===== src/rtl/mips_mem_pkg.sv =====
// mips_mem_pkg: shared encodings and defaults for the unified memory arbiter
package mips_mem_pkg;
  localparam int ADDR_W_DEF = 16;
  localparam int DATA_W_DEF = 16;
  typedef enum logic [1:0] {ST_IDLE = 2'd0, ST_BUSY = 2'd1, ST_DONE = 2'd2} state_t;
  typedef enum logic {OWN_IF = 1'b0, OWN_D = 1'b1} owner_t;
  function automatic logic [15:0] sat_inc16(input logic [15:0] v);
    return (&v) ? v : v + 16'd1;
  endfunction
endpackage


===== src/rtl/arb_starve_ctr.sv =====
// arb_starve_ctr: saturating count of data-won conflicts, sat flags forced fetch win
module arb_starve_ctr #(
  parameter int MAX = 4
) (
  input  logic clk,
  input  logic rst,
  input  logic inc,
  input  logic clr,
  output logic sat
);
  logic [3:0] cnt;
  always_ff @(posedge clk)
    if (rst || clr) cnt <= '0;
    else if (inc && !sat) cnt <= cnt + 4'd1;
  assign sat = cnt == 4'(MAX);
endmodule


===== src/rtl/unified_mem_arbiter.sv =====
// unified_mem_arbiter: shares one variable-latency memory between fetch and load/store ports
// Define ARB_STATS_EN to add saturating grant/conflict statistics ports.
module unified_mem_arbiter
  import mips_mem_pkg::*;
#(
  parameter int ADDR_W     = ADDR_W_DEF,
  parameter int DATA_W     = DATA_W_DEF,
  parameter int STARVE_MAX = 4
) (
  input  logic              clk,
  input  logic              rst,
  input  logic              if_req,
  input  logic [ADDR_W-1:0] if_addr,
  output logic              if_valid,
  output logic [DATA_W-1:0] if_rdata,
  input  logic              d_req,
  input  logic              d_we,
  input  logic [ADDR_W-1:0] d_addr,
  input  logic [DATA_W-1:0] d_wdata,
  output logic              d_valid,
  output logic [DATA_W-1:0] d_rdata,
  output logic              stall_if,
  output logic              stall_mem,
  output logic              mem_req,
  output logic              mem_we,
  output logic [ADDR_W-1:0] mem_addr,
  output logic [DATA_W-1:0] mem_wdata,
  input  logic              mem_ack,
  input  logic [DATA_W-1:0] mem_rdata
`ifdef ARB_STATS_EN
  ,
  output logic [15:0]       stat_if_grants,
  output logic [15:0]       stat_d_grants,
  output logic [15:0]       stat_conflicts
`endif
);
  state_t state;
  owner_t owner;
  logic sat, any_req, both, win_d, grant;
  assign any_req = if_req | d_req;
  assign both = if_req & d_req;
  // data wins conflicts until fetch has lost STARVE_MAX in a row
  assign win_d = d_req & ~(if_req & sat);
  assign grant = (state == ST_IDLE) & any_req;
  assign stall_if = if_req & ~if_valid;
  assign stall_mem = d_req & ~d_valid;
  arb_starve_ctr #(.MAX(STARVE_MAX)) u_starve (
    .clk (clk),
    .rst (rst),
    .inc (grant & both & win_d),
    .clr (grant & ~win_d),
    .sat (sat)
  );
  always_ff @(posedge clk)
    if (rst) begin
      state <= ST_IDLE;
      owner <= OWN_IF;
      mem_req <= 1'b0;
      mem_we <= 1'b0;
      mem_addr <= '0;
      mem_wdata <= '0;
      if_valid <= 1'b0;
      d_valid <= 1'b0;
      if_rdata <= '0;
      d_rdata <= '0;
    end else begin
      if_valid <= 1'b0;
      d_valid <= 1'b0;
      case (state)
        ST_IDLE: if (any_req) begin
          state <= ST_BUSY;
          owner <= win_d ? OWN_D : OWN_IF;
          mem_req <= 1'b1;
          mem_we <= win_d & d_we;
          mem_addr <= win_d ? d_addr : if_addr;
          mem_wdata <= win_d ? d_wdata : '0;
        end
        ST_BUSY: if (mem_ack) begin
          state <= ST_DONE;
          mem_req <= 1'b0;
          mem_we <= 1'b0;
          if (owner == OWN_IF) begin
            if_valid <= 1'b1;
            if_rdata <= mem_rdata;
          end else begin
            d_valid <= 1'b1;
            if (!mem_we) d_rdata <= mem_rdata;
          end
        end
        default: state <= ST_IDLE;
      endcase
    end
`ifdef ARB_STATS_EN
  always_ff @(posedge clk)
    if (rst) begin
      stat_if_grants <= '0;
      stat_d_grants <= '0;
      stat_conflicts <= '0;
    end else if (grant) begin
      if (win_d) stat_d_grants <= sat_inc16(stat_d_grants);
      else stat_if_grants <= sat_inc16(stat_if_grants);
      if (both) stat_conflicts <= sat_inc16(stat_conflicts);
    end
`endif
endmodule


===== config.mk =====
export PLATFORM = sky130hd
export DESIGN_NAME = unified_mem_arbiter
export DESIGN_NICKNAME = d
export VERILOG_FILES = /design/src/rtl/mips_mem_pkg.sv /design/src/rtl/arb_starve_ctr.sv /design/src/rtl/unified_mem_arbiter.sv
export SDC_FILE = /design/constraint.sdc
export NUM_CORES = 1
export LEC_CHECK = 0
export CAP_MARGIN = 20
export CORE_MARGIN = 10
export CORE_UTILIZATION = 38
export DETAILED_ROUTE_END_ITERATION = 8
export PLACE_DENSITY = 0.77
export SLEW_MARGIN = 20
export SYNTH_ARGS = -nofsm -noshare
export SYNTH_HDL_FRONTEND = slang
export SYNTH_SLANG_ARGS = --single-unit
export TNS_END_PERCENT = 30

===== constraint.sdc =====
create_clock -name clk -period 1.8 [get_ports clk]
set_clock_uncertainty 0.1 [all_clocks]
set_input_delay 0.27 -clock clk [delete_from_list [all_inputs] [get_ports clk]]
set_output_delay 0.27 -clock clk [all_outputs]
set_load 0.01 [all_outputs]

==> impl_metrics.yaml, run 1 <==
timing:
  tightestPinTransition_ns: 0.535
  finalHoldViolations: 0
  rsz0062_at_grt: "false"
  period_share: 0.963
  drv_slew: 0
  relSlewSlack: 0.643
  setup_viol_count_final: 0
  fmax_ghz: 0.577
  min_period_ns: 1.73
  whs_ns: 0.239
drt:
  drt_iter0_drc: 146
  vias_per_cell: 5.50
  vias: 3414
  drc: 0
  antenna_left: 0
  wl_um: 11100
  wire_per_inst_um: 17.9
  dr.pass1.iters: 7
clocking:
  cts_buffers: 9
  postCtsSetupRepairBufs: 0
  cts_sinks: 75
  cts-root-buf: "clkbuf_8"
  cts_resized: 2
  clkLatencyLatePin_ns: 0.34
  cts_buffer_depth: 2
  clk_pin_slew_worst_paths_ns: 0.09
  hold_buffers: 0
  cts_tree: "done"
  htreeDepth: 3
floorplan:
  io_pins: 140
  fp.dieH_um: 111
  start_util: 0.397
  fp-row-count: 32
  die_w_um: 111
  coreArea_mm2: 0.00785
  dieArea_mm2: 0.0122
setup_path:
  crit_required_ns: 1.93
  r2r_slack_ns: 0.07
  cp_data_arrival_time_ns: 1.86
  ff2ff_path_depth: 5
  endpoint_kind: "register"
  r2r-start: "u_starve.cnt[0]"
  critPathKind: "register to register"
  r2r_end: "u_starve.cnt[0]"
  start_kind: "register"
  cp_max_fo: 5
finish:
  final_cell_mix: "clkdlybuf4s50_1, dfxtp_1, a21oi_1"
  drive_gt1_frac: 0.110
  area_growth_pct: 58.6
  diodes: 0
  final_net_count: 586
  layout_commonest_cell: "clkdlybuf4s50_1"
  fillers: 707
power:
  irDropWorstVdd_v: 0.000470
  p_leak_nw: 1.68
  powerDensity_mw_per_mm2: 790
  p_total_mw: 3.90
synthesis:
  syn-num-nets: 444
  yosysTopAreaCell: "dfxtp_1"
  synth.area.top_cells: "dfxtp_1, a21oi_1, nand3_1"
  synth_area_mm2: 0.00311
  yosysUniqueCellTypes: 35
  synth_seq_cells: 75
  yosysSeqAreaShare: 0.482
  syn_inst: 372
  synth_top_area_frac: 0.482
  synth_warnings: 0
  postSynthAreaPerCell_um2: 8.37
run_status:
  status: "finished, final reports clean"
global_routing:
  grt_pass1_vias: 3415
  gr-total-overflow: 0
  grt_usage: 0.171
  grt_pass1_wl_um: 17700
  grt_max_degree: 41
  antenna_found_initial: 0
place:
  gp_routability_congestion: 0.805
  io_buffer_count: 139
  hpwl_um: 8290
min_path:
  hold_path.startpoint: "rst"
  hold_path.class: "input port to register"
  whs_path_depth: 2
  hold_end: "d_rdata[4]"
run:
  cap_violations: 0
[report_power, final]
group / internal, mW / switching (mW) / total (mW) / leakage [nW]
clock network: 0.665 / 0.683 / 1.35 / 0.0988
registers: 1.74 / 0.0513 / 1.79 / 0.613
logic: 0.410 / 0.351 / 0.762 / 0.972
total: 2.82 / 1.09 / 3.90 / 1.68
[area by class of cell]
| type | count | area, µm² | area share |
|---|---|---|---|
| clock buffers | 9 | 124 | 0.0251 |
| well taps | 102 | 128 | 0.0258 |
| inverters | 3 | 11.3 | 0.00228 |
| multi-input cells | 255 | 1440 | 0.292 |
| repair buffers | 170 | 1640 | 0.332 |
| clock inverters | 7 | 82.6 | 0.0167 |
| flip-flops and latches | 75 | 1510 | 0.305 |
[layer usage]
| metal | global-route usage | vias up | wire length [µm] |
|---|---|---|---|
| li1 | - | 1643 | - |
| met1 | 0.196 | 1623 | 4420 |
| met2 | 0.290 | 128 | 5600 |
| met3 | 0.0519 | 20 | 864 |
| met4 | 0.0674 | 0 | 244 |
| met5 | 0 | - | 0 |
[cell families after synthesis]
kind of cell    count (synthesis)  share of synthesized area
buf+inv                        42                     0.0567
fa+ha+maj                       2                    0.00804
flops                          75                      0.482
simple gates                  110                      0.189
compound gates                143                      0.264
[metrics by stage]
step                cell area (µm²)  TNS [ns]  setup WS (ns)  instances  utilization
detailed placement             4730     -7.39         -0.278        605        0.603
CTS                            4930         0         0.0262        621        0.629
floorplan                      3110         0         0.0893        372            -
finish                         4940         0         0.0667        621        0.629
global route                   4940         0        0.00753        621        0.629
global placement               4730     -5.82         -0.215        605        0.603
[state kept, by name, summed over array words and instances (netlist names)]
register      flops
d_rdata          16
if_rdata         16
mem_addr         16
mem_wdata        16
u_starve.cnt      4
state             2
d_valid           1
if_valid          1
mem_req           1
mem_we            1
owner             1
[cells in the mapped netlist]
library cell / instances
o21ai_0: 47
o21ai_1: 6
nand4b_1: 1
nor2_1: 6
ha_1: 2
nand3_1: 50
or3b_1: 1
nand4bb_4: 1
nand2b_1: 1
a221oi_1: 2
nor3b_4: 1
o211ai_1: 1
or3b_2: 1
nand2_1: 35
nor4bb_1: 2
buf_6: 1
or3_1: 1
nor2b_1: 3
and3b_1: 2
clkinv_1: 1
or2_1: 1
buf_2: 9
nand4bb_1: 1
o2111ai_1: 16
a221oi_2: 1
clkbuf_1: 28
inv_1: 2
a21oi_1: 52
a31oi_1: 17
a2111oi_1: 1
buf_1: 1
nand3b_1: 1
or4_4: 1
dfxtp_1: 75
and2_1: 1
[worst max-delay path, cell delays in order, from the launching register on]
cell	delay (ns)
dfxtp_4	0.38
inv_1	0.04
ha_1	0.23
and3b_1	0.24
or3_1	0.36
a221oi_1	0.27
[worst max path at each step]
stage,from,endpoint,slack [ns],depth (start not counted)
global placement,if_req,stall_if,-0.22,3
CTS,u_starve.cnt[0],u_starve.cnt[0],0.03,5
detailed placement,if_req,u_starve.cnt[2],-0.28,5
global route,u_starve.cnt[0],u_starve.cnt[0],0.008,5
finish,u_starve.cnt[0],u_starve.cnt[0],0.07,5
floorplan,u_starve.cnt[0],u_starve.cnt[1],0.09,6
Power figures use the tool's default switching activity.
==> run 2: changes to the inputs <==
Settings changed: CORE_MARGIN 10 to 1.
==> run 2 against run 1 <==
Net effect: non-clock buffer count shrank 2; cell count decreased by 0.32%; flip-flop and latch count is the same; sequential power hardly changed; die area decreased by 30%; maximum frequency grew 1.4%; total power is 2.6% higher.
==> impl_metrics.yaml, run 2 (same netlist as run 1, synthesis figures left out) <==
setup_path:
  r2r_end: "u_starve.cnt[1]"
  r2r_slack_ns: 0.09
  ff2ff_path_depth: 5
  start_kind: "register"
  critPathKind: "register to register"
  crit_required_ns: 1.95
  cp_max_fo: 5
  cp_data_arrival_time_ns: 1.86
  r2r-start: "u_starve.cnt[1]"
  endpoint_kind: "register"
place:
  io_buffer_count: 139
  gp_routability_congestion: 0.834
  hpwl_um: 7150
  placed_cells_incl_taps: 603
  placed_area_mm2: 0.00470
drt:
  drc: 0
  dr.pass1.iters: 4
  drt_iter0_drc: 149
  antenna_left: 0
  vias: 3457
  wl_um: 10100
  wire_per_inst_um: 16.3
  vias_per_cell: 5.58
min_path:
  hold_end: "if_rdata[8]"
  hold_path.startpoint: "rst"
  hold_path.class: "input port to register"
  whs_path_depth: 2
run_status:
  status: "finished, final reports clean"
finish:
  final_net_count: 584
  final_cell_mix: "clkdlybuf4s50_1, dfxtp_1, a21oi_1"
  area_growth_pct: 58.2
  diodes: 0
  layout_commonest_cell: "clkdlybuf4s50_1"
  final_cells: 619
  multi_input_area_mm2: 0.00144
  seq_area_mm2: 0.00150
  fillers: 671
  drive_gt1_frac: 0.104
  final_area_mm2: 0.00493
global_routing:
  antenna_found_initial: 0
  grt_pass1_wl_um: 16300
  grt_max_degree: 26
  grt_pass1_vias: 3431
  grt_usage: 0.240
  gr-total-overflow: 0
clocking:
  cts_sinks: 75
  postCtsSetupRepairBufs: 0
  htreeDepth: 3
  cts_tree: "done"
  hold_buffers: 0
  clkLatencyLatePin_ns: 0.34
  cts_buffers: 9
  clk_pin_slew_worst_paths_ns: 0.07
  cts_buffer_depth: 2
  cts-root-buf: "clkbuf_8"
timing:
  drv_slew: 0
  tightestPinTransition_ns: 0.500
  rsz0062_at_grt: "false"
  relSlewSlack: 0.667
  fmax_ghz: 0.585
  min_period_ns: 1.71
  setup_viol_count_final: 0
  finalHoldViolations: 0
  period_share: 0.950
floorplan:
  fp-row-count: 32
  dieArea_mm2: 0.00856
  io_pins: 140
  fp.dieH_um: 92.5
  start_util: 0.399
  die_w_um: 92.5
  coreArea_mm2: 0.00781
power:
  irDropWorstVdd_v: 0.000404
  powerDensity_mw_per_mm2: 813
  p_total_mw: 4.00
  p_leak_nw: 1.69
run:
  cap_violations: 0
==> run 2: cell count changes in the layout (fill, tap and decap cells not counted), sizes merged <==
cell	change
inv	-3
bufinv	+1
clkinv	+3
dlygate4sd2	-1
buf	-2
clkdlybuf4s15	+1
clkinvlp	-2
clkbuf	+1
==> run 2: worst max path at each step <==
stage / startpoint / to / cells past startpoint
floorplan: u_starve.cnt[0] / u_starve.cnt[1] / 6
global placement: if_req / u_starve.cnt[3] / 5
detailed placement: if_req / u_starve.cnt[3] / 5
CTS: u_starve.cnt[0] / u_starve.cnt[1] / 5
global route: u_starve.cnt[1] / u_starve.cnt[0] / 5
finish: u_starve.cnt[1] / u_starve.cnt[1] / 5
==> run 2: stage by stage <==
stage	utilization	worst slack [ns]	TNS (ns)	hold WS, ns
floorplan	-	0.0893	0	0.306
global placement	0.602	-0.190	-3.44	0.343
detailed placement	0.602	-0.223	-5.25	0.347
CTS	0.631	0.0631	0	0.188
global route	0.631	0.00763	0	0.201
finish	0.631	0.0909	0	0.194
==> run 2: final cells by class <==
type | count | share of cell area
Multi-Input combinational cell | 255 | 0.293
Tap cell | 102 | 0.0259
Clock buffer | 10 | 0.0279
Timing Repair Buffer | 168 | 0.328
Sequential cell | 75 | 0.305
Inverter | 3 | 0.00229
Clock inverter | 6 | 0.0178
==> run 2: timing repair <==
item | CTS | global route
endpoints found under the setup margin | 2 | 5
resized for setup | 2 | 2
pin swaps | 0 | 0
endpoints found under the hold margin | 0 | 0
==> run 2: routing by layer <==
layer | track usage | vias up | share of wire
li1 | - | 1639 | -
met1 | 0.290 | 1673 | 0.41
met2 | 0.410 | 128 | 0.50
met3 | 0.0542 | 17 | 0.067
met4 | 0.0938 | 0 | 0.022
met5 | 0 | - | 0
==> run 2: power breakdown <==
group / switching (mW) / internal, mW
Clock: 0.635 / 0.821
Combinational: 0.347 / 0.404
Sequential: 0.0537 / 1.74
==> run 2: worst max-delay path, stage by stage, from the launching register on <==
cell      delay [ns]
dfxtp_1         0.39
inv_1           0.06
ha_1            0.22
and3b_1         0.24
or3b_1          0.38
a221oi_1        0.23
==> run 3: changes to the inputs <==
Settings changed: SLEW_MARGIN 20 to 30.
==> results of run 3 <==
Same layout as run 2: the final DEF is identical, and so are final timing and power.
